$ cat src/rtl/ifu_fetch_ctrl.sv
// ifu_fetch_ctrl: instruction fetch control.
// Owns the fetch PC and drives a single-outstanding instruction-memory port.
// Presents one instruction per response to decode, and accepts redirects and
// hazard holds back from decode. A 1-entry skid buffer catches a response
// that lands while decode is holding.
module ifu_fetch_ctrl #(
   parameter int unsigned          DataWidth = 32,
   parameter logic [DataWidth-1:0] RESET_PC  = 32'h0000_0000,
   parameter logic [DataWidth-1:0] NOP_INST  = 32'h0000_0013
) (
   input  logic                 brq_clk,
   input  logic                 brq_rst,
   // instruction memory port
   output logic                 imem_req,
   output logic [DataWidth-1:0] imem_addr,
   input  logic                 imem_gnt,
   input  logic                 imem_rvalid,
   input  logic [DataWidth-1:0] imem_rdata,
   // redirect and hazard controls from decode
   input  logic                 idu_flush,
   input  logic [1:0]           idu_next_pc_sel,
   input  logic [DataWidth-1:0] idu_branch_addr,
   input  logic [DataWidth-1:0] idu_jal_addr,
   input  logic [DataWidth-1:0] idu_jalr_addr,
   input  logic                 idu_hold,
   // fetched instruction to decode
   output logic [DataWidth-1:0] ifu_fetch_inst,
   output logic [DataWidth-1:0] ifu_pc,
   output logic                 ifu_stall
);

   typedef enum logic [2:0] {
      ST_IDLE,      // one cycle after reset before the first request
      ST_REQ,       // request asserted, waiting for grant
      ST_WAIT,      // granted, waiting for the response
      ST_IDLE_BUF,  // skid buffer full, no new request until it drains
      ST_DISCARD    // waiting for the response of a killed request
   } state_t;

   state_t               state;
   logic [DataWidth-1:0] fetch_pc;
   logic [DataWidth-1:0] req_pc;
   logic                 buf_valid;
   logic [DataWidth-1:0] buf_inst;
   logic [DataWidth-1:0] buf_pc;

   logic [DataWidth-1:0] sel_target;
   logic [DataWidth-1:0] redirect_pc;
   logic                 redirect;
   logic                 handshake;
   logic                 resp_live;

   // A flush with sel=00 is not a redirect and is ignored everywhere.
   assign redirect    = idu_flush && (idu_next_pc_sel != 2'b00);
   assign handshake   = (state == ST_REQ) && imem_gnt;
   // Responses only count while a live request is outstanding; a stale rvalid
   // left over from before a reset or a flush is dropped by state alone.
   assign resp_live   = (state == ST_WAIT) && imem_rvalid;
   assign redirect_pc = {sel_target[DataWidth-1:2], 2'b00};
   // fetch_pc is only ever loaded with word-aligned values, so it drives the
   // address pins directly and moves only on a grant or a redirect.
   assign imem_addr   = fetch_pc;

   // Redirect target select from the decode next-PC code.
   // NOTE: every always_comb output gets a value on every path (default first) so no latch is inferred.
   always_comb begin
      sel_target = idu_branch_addr;
      case (idu_next_pc_sel)
         2'b10:   sel_target = idu_jal_addr;
         2'b11:   sel_target = idu_jalr_addr;
         default: sel_target = idu_branch_addr;
      endcase
   end

   // Fetch FSM, skid buffer and registered decode-facing outputs.
   // NOTE: sequential state uses non-blocking assignments only, so every register samples pre-edge values.
   always_ff @(posedge brq_clk or posedge brq_rst) begin
      if (brq_rst) begin
         state          <= ST_IDLE;
         fetch_pc       <= RESET_PC;
         req_pc         <= RESET_PC;
         imem_req       <= 1'b0;
         ifu_fetch_inst <= NOP_INST;
         ifu_pc         <= '0;
         ifu_stall      <= 1'b1;
         buf_valid      <= 1'b0;
         // NOTE: the buffer payload is reset too; only buf_valid is functional, but known contents keep waveforms clean.
         buf_inst       <= NOP_INST;
         buf_pc         <= '0;
      end else begin
         // Decode-facing outputs, in priority order.
         if (redirect) begin
            ifu_stall      <= 1'b1;
            ifu_fetch_inst <= NOP_INST;
            buf_valid      <= 1'b0;
         end else if (idu_hold) begin
            if (resp_live) begin
               buf_inst  <= imem_rdata;
               buf_pc    <= req_pc;
               buf_valid <= 1'b1;
            end
         end else if (buf_valid) begin
            ifu_fetch_inst <= buf_inst;
            ifu_pc         <= buf_pc;
            ifu_stall      <= 1'b0;
            buf_valid      <= 1'b0;
         end else if (resp_live) begin
            ifu_fetch_inst <= imem_rdata;
            ifu_pc         <= req_pc;
            ifu_stall      <= 1'b0;
         end else begin
            ifu_fetch_inst <= NOP_INST;
            ifu_stall      <= 1'b1;
         end

         // Request sequencing; imem_req is set together with each move into
         // or out of ST_REQ so the pin is a plain flop.
         case (state)
            ST_IDLE: begin
               if (redirect) fetch_pc <= redirect_pc;
               state    <= ST_REQ;
               imem_req <= 1'b1;
            end
            ST_REQ: begin
               if (handshake) begin
                  imem_req <= 1'b0;
                  if (redirect) begin
                     // The granted request is now stale; its response is dropped.
                     fetch_pc <= redirect_pc;
                     state    <= ST_DISCARD;
                  end else begin
                     req_pc   <= fetch_pc;
                     fetch_pc <= fetch_pc + DataWidth'(4);
                     state    <= ST_WAIT;
                  end
               end else if (redirect) begin
                  fetch_pc <= redirect_pc;
               end
            end
            ST_WAIT: begin
               if (redirect) begin
                  fetch_pc <= redirect_pc;
                  if (imem_rvalid) begin
                     state    <= ST_REQ;
                     imem_req <= 1'b1;
                  end else begin
                     state <= ST_DISCARD;
                  end
               end else if (imem_rvalid) begin
                  if (idu_hold || buf_valid) begin
                     state <= ST_IDLE_BUF;
                  end else begin
                     state    <= ST_REQ;
                     imem_req <= 1'b1;
                  end
               end
            end
            ST_IDLE_BUF: begin
               if (redirect) begin
                  fetch_pc <= redirect_pc;
                  state    <= ST_REQ;
                  imem_req <= 1'b1;
               end else if (!idu_hold) begin
                  // The buffer drains this cycle, so the next fetch can start.
                  state    <= ST_REQ;
                  imem_req <= 1'b1;
               end
            end
            ST_DISCARD: begin
               if (redirect) fetch_pc <= redirect_pc;
               if (imem_rvalid) begin
                  state    <= ST_REQ;
                  imem_req <= 1'b1;
               end
            end
            default: begin
               state    <= ST_IDLE;
               imem_req <= 1'b0;
            end
         endcase
      end
   end

endmodule

$ cat config.mk
export PLATFORM = sky130hd
export DESIGN_NAME = ifu_fetch_ctrl
export DESIGN_NICKNAME = d
export VERILOG_FILES = /design/src/rtl/ifu_fetch_ctrl.sv
export SDC_FILE = /design/constraint.sdc
export NUM_CORES = 1
export LEC_CHECK = 0
export ABC_AREA = 0
export CORE_UTILIZATION = 45
export CTS_CLUSTER_DIAMETER = 100
export DETAILED_ROUTE_END_ITERATION = 16
export GPL_TIMING_DRIVEN = 0
export PLACE_DENSITY = 0.77
export SKIP_LAST_GASP = 1
export SYNTH_ARGS = -nofsm -noshare
export SYNTH_HDL_FRONTEND = slang
export SYNTH_SLANG_ARGS = --single-unit
$ cat constraint.sdc
create_clock -name brq_clk -period 6.15 [get_ports brq_clk]
set_input_delay 1.23 -clock brq_clk [delete_from_list [all_inputs] [get_ports brq_clk]]
set_output_delay 1.23 -clock brq_clk [all_outputs]
set_load 0.05 [all_outputs]
# [Yosys cells after proc, flatten, opt, wreduce, memory -nomap -nowiden]
# Cells that the tools add are included.
[word_totals] register_bits=198 output_inout_bits=98 word_cells=76
[op_classes] addsub=1 n_eq_ne=13 mux=36 bitwise=2 reduce_logical=14
[op_table] cell="two-way mux 32 bit" n=9
[op_table] cell="one-hot mux 32 bit (2 select lines)" n=2
[op_table] cell="adder 32 x 3 -> 32 bit, second input constant" n=1
[op_table] cell="two-way mux 3 bit" n=8
[op_table] cell="one-hot mux 3 bit (5 select lines)" n=1
[op_table] cell="two-way mux 1 bit" n=14
[op_table] cell="inequality test 3 bit, second input constant" n=3
[op_table] cell="AND reduction 3 bit" n=3
[op_table] cell="AND reduction 4 bit" n=2
[op_table] cell="equality test 3 x 2 -> 1 bit, second input constant" n=2
[op_table] cell="nonzero test 2 bit" n=3
[op_table] cell="one-hot mux 1 bit (5 select lines)" n=1
[op_table] cell="equality test 2 bit, second input constant" n=2
[op_table] cell="inequality test 2 bit, second input constant" n=2
[op_table] cell="OR reduction 4 bit" n=1
[op_table] cell="equality test 3 x 1 -> 1 bit, second input constant" n=1
[op_table] cell="equality test 3 bit, second input constant" n=1
[op_table] cell="logical AND 1 bit" n=3
[op_table] cell="logical NOT 3 bit" n=1
[op_table] cell="inequality test 3 x 1 -> 1 bit, second input constant" n=1
[op_table] cell="two-way mux 2 bit" n=1
[op_table] cell="inequality test 2 x 1 -> 1 bit, second input constant" n=1
[op_table] cell="inverter 1 bit" n=2
[op_table] cell="logical OR 1 bit" n=1

# [Depth between registers and ports, before layout]
[depth] word_depth=6 ltp_mapped=9

# [Worst setup path after synthesis]
# OpenSTA, ideal clock, no wires.
[synth_path] path_kind="input -> register" start="input port idu_next_pc_sel[1]" end="register ifu_pc[0]" setup_time_ns=0.133 t_arrival_ns=2.692 slack_ns=3.325 cell_stages=9 n_path_buf=5 cell_sequence="buf_2 > o21a_1 > buf_2 > or3_1 > clkbuf_1 > clkbuf_1 > clkbuf_1 > nand2_1 > o21ai_0"
[synth_via] elab_chain_cells=4
[synth_lines] item="start, declared" line="21" text="input logic [1:0] idu_next_pc_sel,"
[synth_lines] item="nonzero test 2 bit" line="54" text="assign redirect = idu_flush && (idu_next_pc_sel != 2'b00);"
[synth_lines] item="logical AND 1 bit" line="54"
[synth_lines] item="inverter 1 bit (no line)"
[synth_lines] item="AND reduction 3 bit (no line)"
[synth_lines] item="end signal, assigned" line="104" text="ifu_pc <= buf_pc;"
[synth_lines] item="end signal, assigned" line="109" text="ifu_pc <= req_pc;"
[synth_lines] item="end, declared" line="28" text="output logic [DataWidth-1:0] ifu_pc,"
# Every way passes these cells.
# A chain may end at the register's enable or synchronous reset.

# [Final worst setup path]
[layout_path] start="input port idu_flush" end="register fetch_pc[26], in the netlist imem_addr[26]"
[layout_via] elab_chain_cells=4
[layout_lines] item="start, declared" line="20" text="input logic idu_flush,"
[layout_lines] item="logical AND 1 bit (*)" line="54"
[layout_lines] item="two-way mux 32 bit, on equally long branches"
[layout_lines] item="two-way mux 32 bit" line="125" text="if (handshake) begin"
[layout_lines] item="one-hot mux 32 bit (2 select lines) (*)" line="118" text="case (state)"
[layout_lines] item="end signal, assigned" line="120" text="if (redirect) fetch_pc <= redirect_pc;"
[layout_lines] item="end signal, assigned" line="129" text="fetch_pc <= redirect_pc;"
[layout_lines] item="end signal, assigned" line="133" text="fetch_pc <= fetch_pc + DataWidth'(4);"
[layout_lines] item="end, declared" line="41" text="logic [DataWidth-1:0] fetch_pc;"
# Mark *: on every way between the ends. The rest lies on a longest branch, timed or not.

==> results.cfg <==
[status]
status = finished, final reports clean

[grt]
grt_pass1_wl_um = 40800
antenna_found_initial = 0
grt_max_degree = 40
gr-usage-all-layers_pct = 24.4
grt_overflow = 0
grt_pass1_vias = 7680

[synthesis]
syn_area_um2 = 9380
synth-async-reset-ratio_pct = 100
synth_commonest_cells = 200 x nand2_1, 191 x dfrtp_1, 90 x mux2i_1
synth_area_leader_cell = dfrtp_1
synthDistinctLibCells = 52
yosysSeqAreaShare_pct = 52.9
ys_ff_latch = 198
synth_flop_cell = dfrtp_1
syn_inst = 918
synth_edf_count = 0
synth.area.top_cells = dfrtp_1 51%, mux2i_1 9.6%, mux2_2 8.2%
synth_warnings = 0
yosysTopAreaCellShare_pct = 51.0
synth.most_common_cell = nand2_1
syn_avg_cell_area_um2 = 10.2
synth_fp_nets = 1055

[worst_setup_path]
cp-start-kind = input port
required_ns = 6.52
r2r-start = state[1]
critPathArrivalTime_ns = 3.77
path_max_fanout = 10
cp-startpoint = idu_flush
path_class = in2reg
endpoint_kind = register

[clock_tree]
clk_pin_slew_ns = 0.07
cts_setup_buffers = 0
clock_latency_ns = 0.43
hold_buffers = 0
clockBufferDepth = 2
htree_levels = 4
numCtsBuffers = 17
clock_sinks = 198
cts_tree = done
cts_root_buffer = clkbuf_16
cts_resized = 0

[power]
p_leak_uw = 0.00535
power_density_nw_per_um2 = 401
max-vdd-ir-drop_v = 0.000167

[placement]
dp_hpwl_um = 19300
gp_congestion = 0.890
dp_cells = 1418
io_buffers = 225

[die]
die-area_um2 = 21400
core-area_um2 = 20300
rows = 52
die_x_um = 146
fp.dieH_um = 146
num_io_pins = 234
initial_core_util_pct = 46.2

[timing]
rsz0062_at_grt = false
finalCritPeriodShare_pct = 55.2
skew_ns = 0.00731
fin_tns_setup_ns = 0
fin_crit_ns = 3.40
worst_pin_slew_ns = 0.888
setup_viol = 0
fmax_mhz = 294
slew_headroom_pct = 40.4
hold_viol_final = 0
drv_slew = 0

[route]
drt-wirelength-per-cell_um = 17.5
drc = 0
drt-initial-drc-count = 478
drtPass1Iterations = 5
ant_nets = 0
wirelength_um = 25400
via_per_inst = 5.38
via_count = 7807

[finish]
drive_above_1_share_pct = 10.3
diodes = 0
syn_to_final_growth_pct = 35.1
final_net_count = 1304
layout.cells.non_filler = 1450

[hold_path]
hp-start = ifu_pc[28]
min_path_type = reg2reg

[job]
drv_cap = 0
[kinds of logic after synthesis]
logic type | Yosys count | share of synthesized area [%]
AND/OR/NAND/NOR | 321 | 14.8
buffers and inverters | 65 | 2.71
adder cells (fa/ha/maj) | 1 | 0.133
flip-flops | 198 | 52.9
multiplexers | 158 | 17.8
AO/OA/AOI/OAI | 175 | 11.6
[critical path, stage by stage]
cell	delay (ns)
clkdlybuf4s50_1	0.49
o21ai_0	0.26
clkbuf_1	0.51
nand2_1	0.38
nor4_1	0.62
a221o_1	0.27
[placed cells by master, fill, tap and decap left out, types with 3 or more instances in the layout]
| cell | count |
|---|---|
| dfrtp_1 | 191 |
| o2bb2ai_1 | 4 |
| o211ai_1 | 8 |
| clkdlybuf4s50_1 | 225 |
| o311ai_0 | 3 |
| and3_1 | 4 |
| a22oi_1 | 5 |
| or4_1 | 4 |
| mux2i_1 | 90 |
| or3_1 | 4 |
| a21oi_1 | 26 |
| mux2_2 | 68 |
| o21ai_0 | 83 |
| clkbuf_1 | 55 |
| clkbuf_16 | 17 |
| nor3_1 | 7 |
| o22a_1 | 7 |
| clkinvlp_4 | 5 |
| a221o_1 | 5 |
| nor2_1 | 53 |
| o21a_1 | 5 |
| nand3_1 | 18 |
| a311oi_1 | 5 |
| buf_12 | 5 |
| a211oi_1 | 7 |
| and2_1 | 4 |
| dfstp_2 | 7 |
| buf_2 | 5 |
| inv_6 | 4 |
| nand2_1 | 200 |
| nand2b_1 | 4 |
| nor4_1 | 3 |
| o32a_1 | 4 |
| nand4_1 | 5 |
| and4_1 | 5 |
[where the power goes]
group	internal, µW	switching, µW	total (µW)
clock	628	499	1130
combinational	738	1170	1910
sequential	1720	323	2050
[through the flow]
stage	worst slack [ns]	hold WS, ns	utilization (%)	total power, µW	area, µm²
5_1_grt	2.54	0.509	62.4	5350	12700
6_report	2.75	0.473	62.4	5080	12700
3_3_place_gp	0.823	0.460	59.0	3900	12000
4_1_cts	2.77	0.485	62.4	5120	12700
3_5_place_dp	2.30	0.469	59.5	3970	12100
2_1_floorplan	2.37	0.463	-	3250	9380
[layer usage]
layer / part of all wire [%] / routed length, µm / vias up / track usage, %
li1: - / - / 3742 / -
met1: 44 / 11200 / 3764 / 32.3
met2: 49 / 12600 / 276 / 41.3
met3: 5.2 / 1320 / 25 / 3.84
met4: 1.5 / 377 / 0 / 7.71
met5: 0 / 0 / - / 0
[flip-flops by register name, summed over array words and instances (netlist names)]
register        flops
ifu_pc             32
buf_pc             32
buf_valid           1
ifu_stall           1
imem_addr          32
buf_inst           32
state               3
req_pc             32
imem_req            1
ifu_fetch_inst     32
[final cells by class]
| type | count | area [µm²] |
|---|---|---|
| multi-input cells | 655 | 4160 |
| plain buffers | 62 | 243 |
| flip-flops and latches | 198 | 4960 |
| well taps | 270 | 338 |
| clock inverters | 12 | 143 |
| repair buffers | 230 | 2350 |
| clock buffers | 20 | 457 |
| inverters | 3 | 15.0 |
| fillers | 1753 | 7630 |
[worst paths after layout]
path | endpoint | slack (ns) | cells after the start
min reg2reg | ifu_pc[28] | 0.47 | 2
max | imem_addr[26] | 2.75 | 6
max reg2reg | imem_addr[19] | 3.52 | 6
min | ifu_pc[28] | 0.47 | 2
min in group asynchronous | ifu_pc[26] | 1.28 | 2
max in group asynchronous | ifu_fetch_inst[4] | 3.92 | 4
(Power assumes the default switching activity.)
